### config.mk
export PLATFORM = sky130hd
export DESIGN_NAME = sm3_expnd_core
export DESIGN_NICKNAME = d
export VERILOG_FILES = /design/src/rtl/sm3_expnd_core_pkg.sv /design/src/rtl/sm3_expnd_ceil_comb.sv /design/src/rtl/sm3_expnd_core.sv
export SDC_FILE = /design/constraint.sdc
export NUM_CORES = 1
export LEC_CHECK = 0
export CORE_ASPECT_RATIO = 0.5
export CORE_UTILIZATION = 46
export DETAILED_ROUTE_END_ITERATION = 10
export GPL_ROUTABILITY_DRIVEN = 0
export RECOVER_POWER = 50
export SYNTH_ARGS = -nofsm -noshare
export SYNTH_HDL_FRONTEND = slang
export SYNTH_HIERARCHICAL = 1
export SYNTH_SLANG_ARGS = --single-unit
### constraint.sdc
create_clock -name clk -period 1.5 [get_ports clk]
set_input_delay 0.225 -clock clk [delete_from_list [all_inputs] [get_ports clk]]
set_output_delay 0.225 -clock clk [all_outputs]
set_load 0.05 [all_outputs]
### src/rtl/sm3_expnd_core_pkg.sv
// sm3_expnd_core_pkg: shared bus-width configuration, rotate amounts and FSM states for SM3 expansion
package sm3_expnd_core_pkg;
  localparam bit SM3_INPT_DW_32 = 1'b1;
  localparam bit SM3_INPT_DW_64 = !SM3_INPT_DW_32;
  localparam int N = SM3_INPT_DW_64 ? 2 : 1;
  localparam int INPT_DW1 = 32 * N - 1;
  localparam int ROT_P1A = 15;
  localparam int ROT_P1B = 23;
  localparam int ROT_W3 = 7;
  typedef enum logic {LOAD, EXPND} state_e;
  function automatic logic [31:0] rotl(input logic [31:0] x, input int n);
    return (x << n) | (x >> (32 - n));
  endfunction
endpackage

### src/rtl/sm3_expnd_ceil_comb.sv
// sm3_expnd_ceil_comb: one SM3 expansion step, W_j+16 from five window words
module sm3_expnd_ceil_comb
  import sm3_expnd_core_pkg::*;
(
  input  logic [31:0] w0,
  input  logic [31:0] w3,
  input  logic [31:0] w7,
  input  logic [31:0] w10,
  input  logic [31:0] w13,
  output logic [31:0] wn
);
  logic [31:0] x;
  // P1 permutation of the mixed term, then fold in the rotated w3 and w10
  always_comb begin
    x  = w0 ^ w7 ^ rotl(w13, ROT_P1A);
    wn = x ^ rotl(x, ROT_P1A) ^ rotl(x, ROT_P1B) ^ rotl(w3, ROT_W3) ^ w10;
  end
endmodule

### src/rtl/sm3_expnd_core.sv
// sm3_expnd_core: loads a 16-word block, then streams W_j / W'_j for j = 0..63 without gaps
module sm3_expnd_core
  import sm3_expnd_core_pkg::*;
(
  input  logic              clk,
  input  logic              rst_n,
  input  logic [INPT_DW1:0] pad_inpt_data_i,
  input  logic              pad_inpt_vld_i,
  input  logic              pad_inpt_lst_i,
  output logic              pad_inpt_rdy_o,
  output logic [INPT_DW1:0] expnd_otpt_wj_o,
  output logic [INPT_DW1:0] expnd_otpt_wjj_o,
  output logic              expnd_otpt_lst_o,
  output logic              expnd_otpt_vld_o
);
  state_e      state, state_n;
  logic [5:0]  cnt, cnt_n;
  logic        blk_lst;
  logic [31:0] w [16];
  logic [31:0] nw [N];
  logic [31:0] in_w [N];
  logic        acc, shift, last_ld, last_ex;

  assign acc     = state == LOAD && pad_inpt_vld_i;
  assign shift   = acc || state == EXPND;
  assign last_ld = acc && cnt == 6'(16 - N);
  assign last_ex = state == EXPND && cnt == 6'(64 - N);

  assign pad_inpt_rdy_o   = state == LOAD;
  assign expnd_otpt_vld_o = state == EXPND;
  assign expnd_otpt_lst_o = last_ex && blk_lst;

  genvar k;
  for (k = 0; k < N; k++) begin : g_lane
    sm3_expnd_ceil_comb u_ceil (
      .w0 (w[k]),
      .w3 (w[k + 3]),
      .w7 (w[k + 7]),
      .w10(w[k + 10]),
      .w13(w[k + 13]),
      .wn (nw[k])
    );
    assign in_w[k] = state == EXPND ? nw[k] : pad_inpt_data_i[INPT_DW1 - 32 * k -: 32];
    assign expnd_otpt_wj_o[INPT_DW1 - 32 * k -: 32]  = w[k];
    assign expnd_otpt_wjj_o[INPT_DW1 - 32 * k -: 32] = w[k] ^ w[k + 4];
  end

  // next state and beat counter: the last load beat and the last output beat both wrap cnt
  always_comb begin
    state_n = last_ld ? EXPND : last_ex ? LOAD : state;
    cnt_n   = (last_ld || last_ex) ? 6'd0 : shift ? cnt + 6'(N) : cnt;
  end

  // control registers; the final-block flag is captured only on the block's last load beat
  always_ff @(posedge clk or negedge rst_n) begin
    if (!rst_n) begin
      state   <= LOAD;
      cnt     <= '0;
      blk_lst <= 1'b0;
    end else begin
      state <= state_n;
      cnt   <= cnt_n;
      if (last_ld) blk_lst <= pad_inpt_lst_i;
    end
  end

  // sliding window: oldest word drops out of w[0], new words (loaded or expanded) enter at the top
  always_ff @(posedge clk or negedge rst_n) begin
    if (!rst_n) begin
      for (int i = 0; i < 16; i++) w[i] <= '0;
    end else if (shift) begin
      for (int i = 0; i < 16 - N; i++) w[i] <= w[i + N];
      for (int i = 0; i < N; i++) w[16 - N + i] <= in_w[i];
    end
  end
endmodule
; ---- Word-level counts from Yosys, hierarchy flattened
; Index checks and enable logic that the tools add are counted.
[op_classes]
reduce_logical = 8
mux = 5
add_sub_neg = 1
bitwise = 12
n_eq_ne = 2
[ops]
columns = cell, n
row1 = 32-bit XOR, 7
row2 = 32-bit by 15-bit OR with 32-bit output, 2
row3 = 32-bit two-way mux, 1
row4 = 32-bit by 23-bit OR with 32-bit output, 1
row5 = 32-bit by 7-bit OR with 32-bit output, 1
row6 = 6-bit two-way mux, 2
row7 = 6-bit by 1-bit adder with 6-bit output (second input constant), 1
row8 = 6-bit by 4-bit == test with 1-bit output (second input constant), 1
row9 = 6-bit == test (second input constant), 1
row10 = 1-bit logical AND, 4
row11 = 2-bit nonzero test, 2
row12 = 1-bit logical OR, 2
row13 = 1-bit two-way mux, 2
row14 = 1-bit inverter, 1
[word_totals]
input_bits = 36
regBits = 520
output_inout_bits = 67

; ---- Logic depth before layout (Yosys ltp)
[depth]
depth_word = 8
ltp_mapped = 7
ltp_nobuf = 5

; ---- Modules after synthesis
; The synthesis kept the hierarchy.
[by_module_without_submodules]
columns = module, seq_area_each_um2, n_inst, cells_per_inst, area_per_inst_um2
row1 = sm3_expnd_core, 13012.5, 1, 2274, 20664.8
row2 = sm3_expnd_ceil_comb, 0.0, 1, 160, 1879.3

; ---- Worst setup path after synthesis
; OpenSTA, ideal clock, no wires.
[synth_path]
path_kind = register -> output
start = register state (netlist: expnd_otpt_vld_o)
end = output expnd_otpt_lst_o
t_arrival_ns = 1.928
path_stages_with_launch = 5
n_path_buf = 2
required_ns = 1.275
setup_slack_ns = -0.653
path_cell_list = dfrtp_1 > buf_2 > clkbuf_1 > nand3_1 > nor2_1
[synth_via]
elab_chain_cells = 2
[synth_rtl]
columns = element, line
row1 = start: declaration, sm3_expnd_core.sv:16  ; state_e state, state_n;
row2 = start signal: assignment, sm3_expnd_core.sv:61  ; state <= state_n;
row3 = 1-bit logical AND, sm3_expnd_core.sv:27  ; assign last_ex = state == EXPND && cnt == 6'(64 - N);
row4 = 1-bit logical AND, sm3_expnd_core.sv:31  ; assign expnd_otpt_lst_o = last_ex && blk_lst;
row5 = end: declaration, sm3_expnd_core.sv:13  ; output logic expnd_otpt_lst_o,
; Every way passes these cells.

; ---- Final worst setup path
[layout_path]
start = register cnt[0]
end = output expnd_otpt_lst_o
[layout_via]
elab_chain_cells = 3
[layout_rtl]
columns = element, line
row1 = start: declaration, sm3_expnd_core.sv:17  ; logic [5:0] cnt, cnt_n;
row2 = start signal: assignment, sm3_expnd_core.sv:62  ; cnt <= cnt_n;
row3 = 6-bit == test, sm3_expnd_core.sv:27
row4 = 1-bit logical AND, sm3_expnd_core.sv:27
row5 = 1-bit logical AND, sm3_expnd_core.sv:31
; Every way passes these cells.

==> impl_metrics.tcl <==
set metrics [dict create \
    min_period_ns 1.873 \
    final_cells 3497 \
    cts_tree "built" \
    r2r_cells 10 \
    grt_pass1_wl_mm 96.76 \
    drt_pass1_iterations 10 \
    synth_top_area_cell "dfrtp_1" \
    clockBufferDepth 3 \
    endpoint_kind "output port" \
    placed_cell_area_um2 25900 \
    synth_seq_cells 520 \
    tightest_slew_ns 1.003 \
    finalSetupViolations 754 \
    grt_overflow 0 \
    cp.depth 5 \
    synthCells 2434 \
    required_ns 1.27 \
    crit_family "simple AND/OR/NAND/NOR gates" \
    ant_nets 0 \
    antenna_found_initial 3 \
    cts_buffers 46 \
    synth_area_leaders "dfrtp_1 58%, nand2_1 25%, xnor2_1 3.8%, xnor3_2 3.2%, buf_6 2.6%" \
    synth_compound_area_frac 0.009768 \
    htreeDepth 2 \
    busiest_layer "met1" \
    finalSetupTns_ns -61.17 \
    diodes 0 \
    startpoint "cnt[0]" \
    use_met3 0.07072 \
    wl_mm 72.79 \
    critPathMaxStageDelay_ns 0.36 \
    use_met1 0.4230 \
    reg2reg_slack_ns -0.17 \
    dp.cells 3226 \
    skew_ns 0.01076 \
    grt_max_degree 108 \
    start_kind "flop" \
    clock_sinks 520 \
    worst-path-buf-inv 1 \
    drtIter0Drc 1927 \
    drc 6 \
    synthMuxAreaShare 0.01521 \
    synth_xor_xnor_area_share 0.09657 \
    synthSimpleGateAreaFrac 0.2501 \
    crit_chain "ha_2 -> and3_4 -> nand2_4 -> nor2_4 -> buf_12" \
    dieArea_um2 49950 \
    crit_slowest_cell "dfrtp_1" \
    status "finished, violations left" \
    ys_types 31 \
    fmax_ghz 0.5339 \
    vias 18132 \
    grt_pass1_vias 15930 \
    rr_endpoint "w[233]" \
    drv_slew 0 \
    arrival_ns 1.65 \
    path_class "reg -> out" \
    endpoint "expnd_otpt_lst_o" \
    crit_fanout 3 \
    worstSkewPairLatency_ns 0.58 \
    violations "DRC, setup timing" \
    start_util 0.4739 \
    avgRoutedWirePerCell_um 20.82 \
    layout_common_cells "1195 x nand2_1, 490 x dfrtp_1, 171 x nand2_2, 171 x buf_4, 112 x nand2_4" \
    fill_cells 3372 \
    synth_area_um2 22540 \
    ios 103 \
    drive_above_1_share 0.3309 \
    multi_input_area_um2 10570 \
    grt_use_total 0.2601 \
    syn_to_final_growth_pct 43.99 \
    port_buffers 102 \
    synth_nets 2471 \
    place.detailed.hpwl_mm 43.92 \
    rsz0062_at_grt "true" \
    cts-root-buf "clkbuf_16" \
    final_common_cell "nand2_1" \
    hold_path.class "in -> reg" \
    maxCapViolations 0 \
    synthAdderAreaFrac 0.0005550 \
    rr_startpoint "expnd_otpt_vld_o" \
    met2_usage 0.3393 \
    die_h_um 158.5 \
    layout_setup_ws_ns -0.3731 \
    finish.net_count 2860 \
    yosysSeqAreaShare 0.5772 \
    synth_top_family_by_area "simple AND/OR/NAND/NOR gates" \
    clkTransAtPathRegs_ns 0.07 \
    synth_top_area_share 0.5772 \
    yosys_warnings 6 \
    post-route-period-util 1.249 \
    avgSynthCellArea_um2 9.262 \
    fin_util 0.6823 \
    final-seq-area_um2 13050 \
    coreArea_um2 47580 \
    hold_viol_final 0 \
    design_area_um2 32460 \
    vias_per_cell 5.185 \
    relSlewSlack 0.3312 \
    rows 56 \
    die_w_um 315.1 \
    holdPathStages 4 \
]
==> how the worst min path moves through the flow <==
stage | from | endpoint | slack, ns
floorplan | rst_n | blk_lst | -0.07
detailed placement | rst_n | w[174] | 0.06
CTS | rst_n | w[206] | 0.05
finish | pad_inpt_vld_i | expnd_otpt_vld_o | 0.25
global placement | rst_n | w[174] | 0.06
global route | pad_inpt_vld_i | expnd_otpt_vld_o | 0.26
==> per-layer routing <==
layer  part of all wire  wire length (um)
met1               0.46             33660
met2               0.42             30260
met3               0.11              7864
met4              0.013               973
met5            0.00040                29
==> Yosys cell counts (all sizes together) <==
cell type  number
a21oi           2
xnor3          32
and3            2
buf           118
mux2            2
nor2b           1
o211ai          1
nor3b           1
or2             1
inv             2
a311o           1
or3             1
clkbuf         33
dfrtp         520
xor2           64
ha              1
a31oi           1
o21a            1
xnor2          98
o21ai          34
nand3           2
o2bb2ai         1
mux2i          32
nor4b           1
nor2            4
nand2        1478
==> repair_timing <==
item / 4_1_cts / 5_1_grt
pin swaps: 78 / 261
resized for setup: 238 / 481
cloned: 0 / 55
setup buffers: 94 / 38
hold buffers: 1 / 0
endpoints found under the setup margin: 97 / 549
hold endpoints to repair: 368 / 0
==> through the flow <==
| step | hold slack, ns | setup WS (ns) |
|---|---|---|
| after detailed placement | 0.06283 | -0.2574 |
| after global placement | 0.06413 | -0.2477 |
| after global routing | 0.2644 | -0.4190 |
| final | 0.2457 | -0.3731 |
| after floorplan | -0.07059 | -0.02006 |
| after CTS | 0.04552 | -0.3670 |
==> cell families (layout without fill, tap and decap cells) <==
family,count (synthesis),in the layout
AOI/OAI and AO/OA,41,41
xor gates and xnor gates,194,194
adders and majority gates,1,1
buffers and inverters,153,576
DFF,520,520
muxes,34,34
and+or+nand+nor,1491,1493
==> tightest hold or removal path, delay by kind of cell <==
| kind | cells | cell delay, ns |
|---|---|---|
| buffers and inverters | 2 | 0.35 |
| AOI/OAI and AO/OA | 2 | 0.21 |
==> layout make-up <==
type,instances,area share
flip-flops and latches,520,0.4020
multi-input cells,1763,0.3256
repair buffers,490,0.1995
clock buffers,74,0.04406
well taps,638,0.02459
clock inverters,10,0.004047
inverters,2,0.0002313
==> state kept, by name, summed over array words and instances (netlist names) <==
name,flops
w,480
expnd_otpt_vld_o,1
blk_lst,1
expnd_otpt_wj_o,32
cnt,6
Power is not shown: default switching activity piles up to over one toggle a cycle in this logic, so the estimate is an artifact.
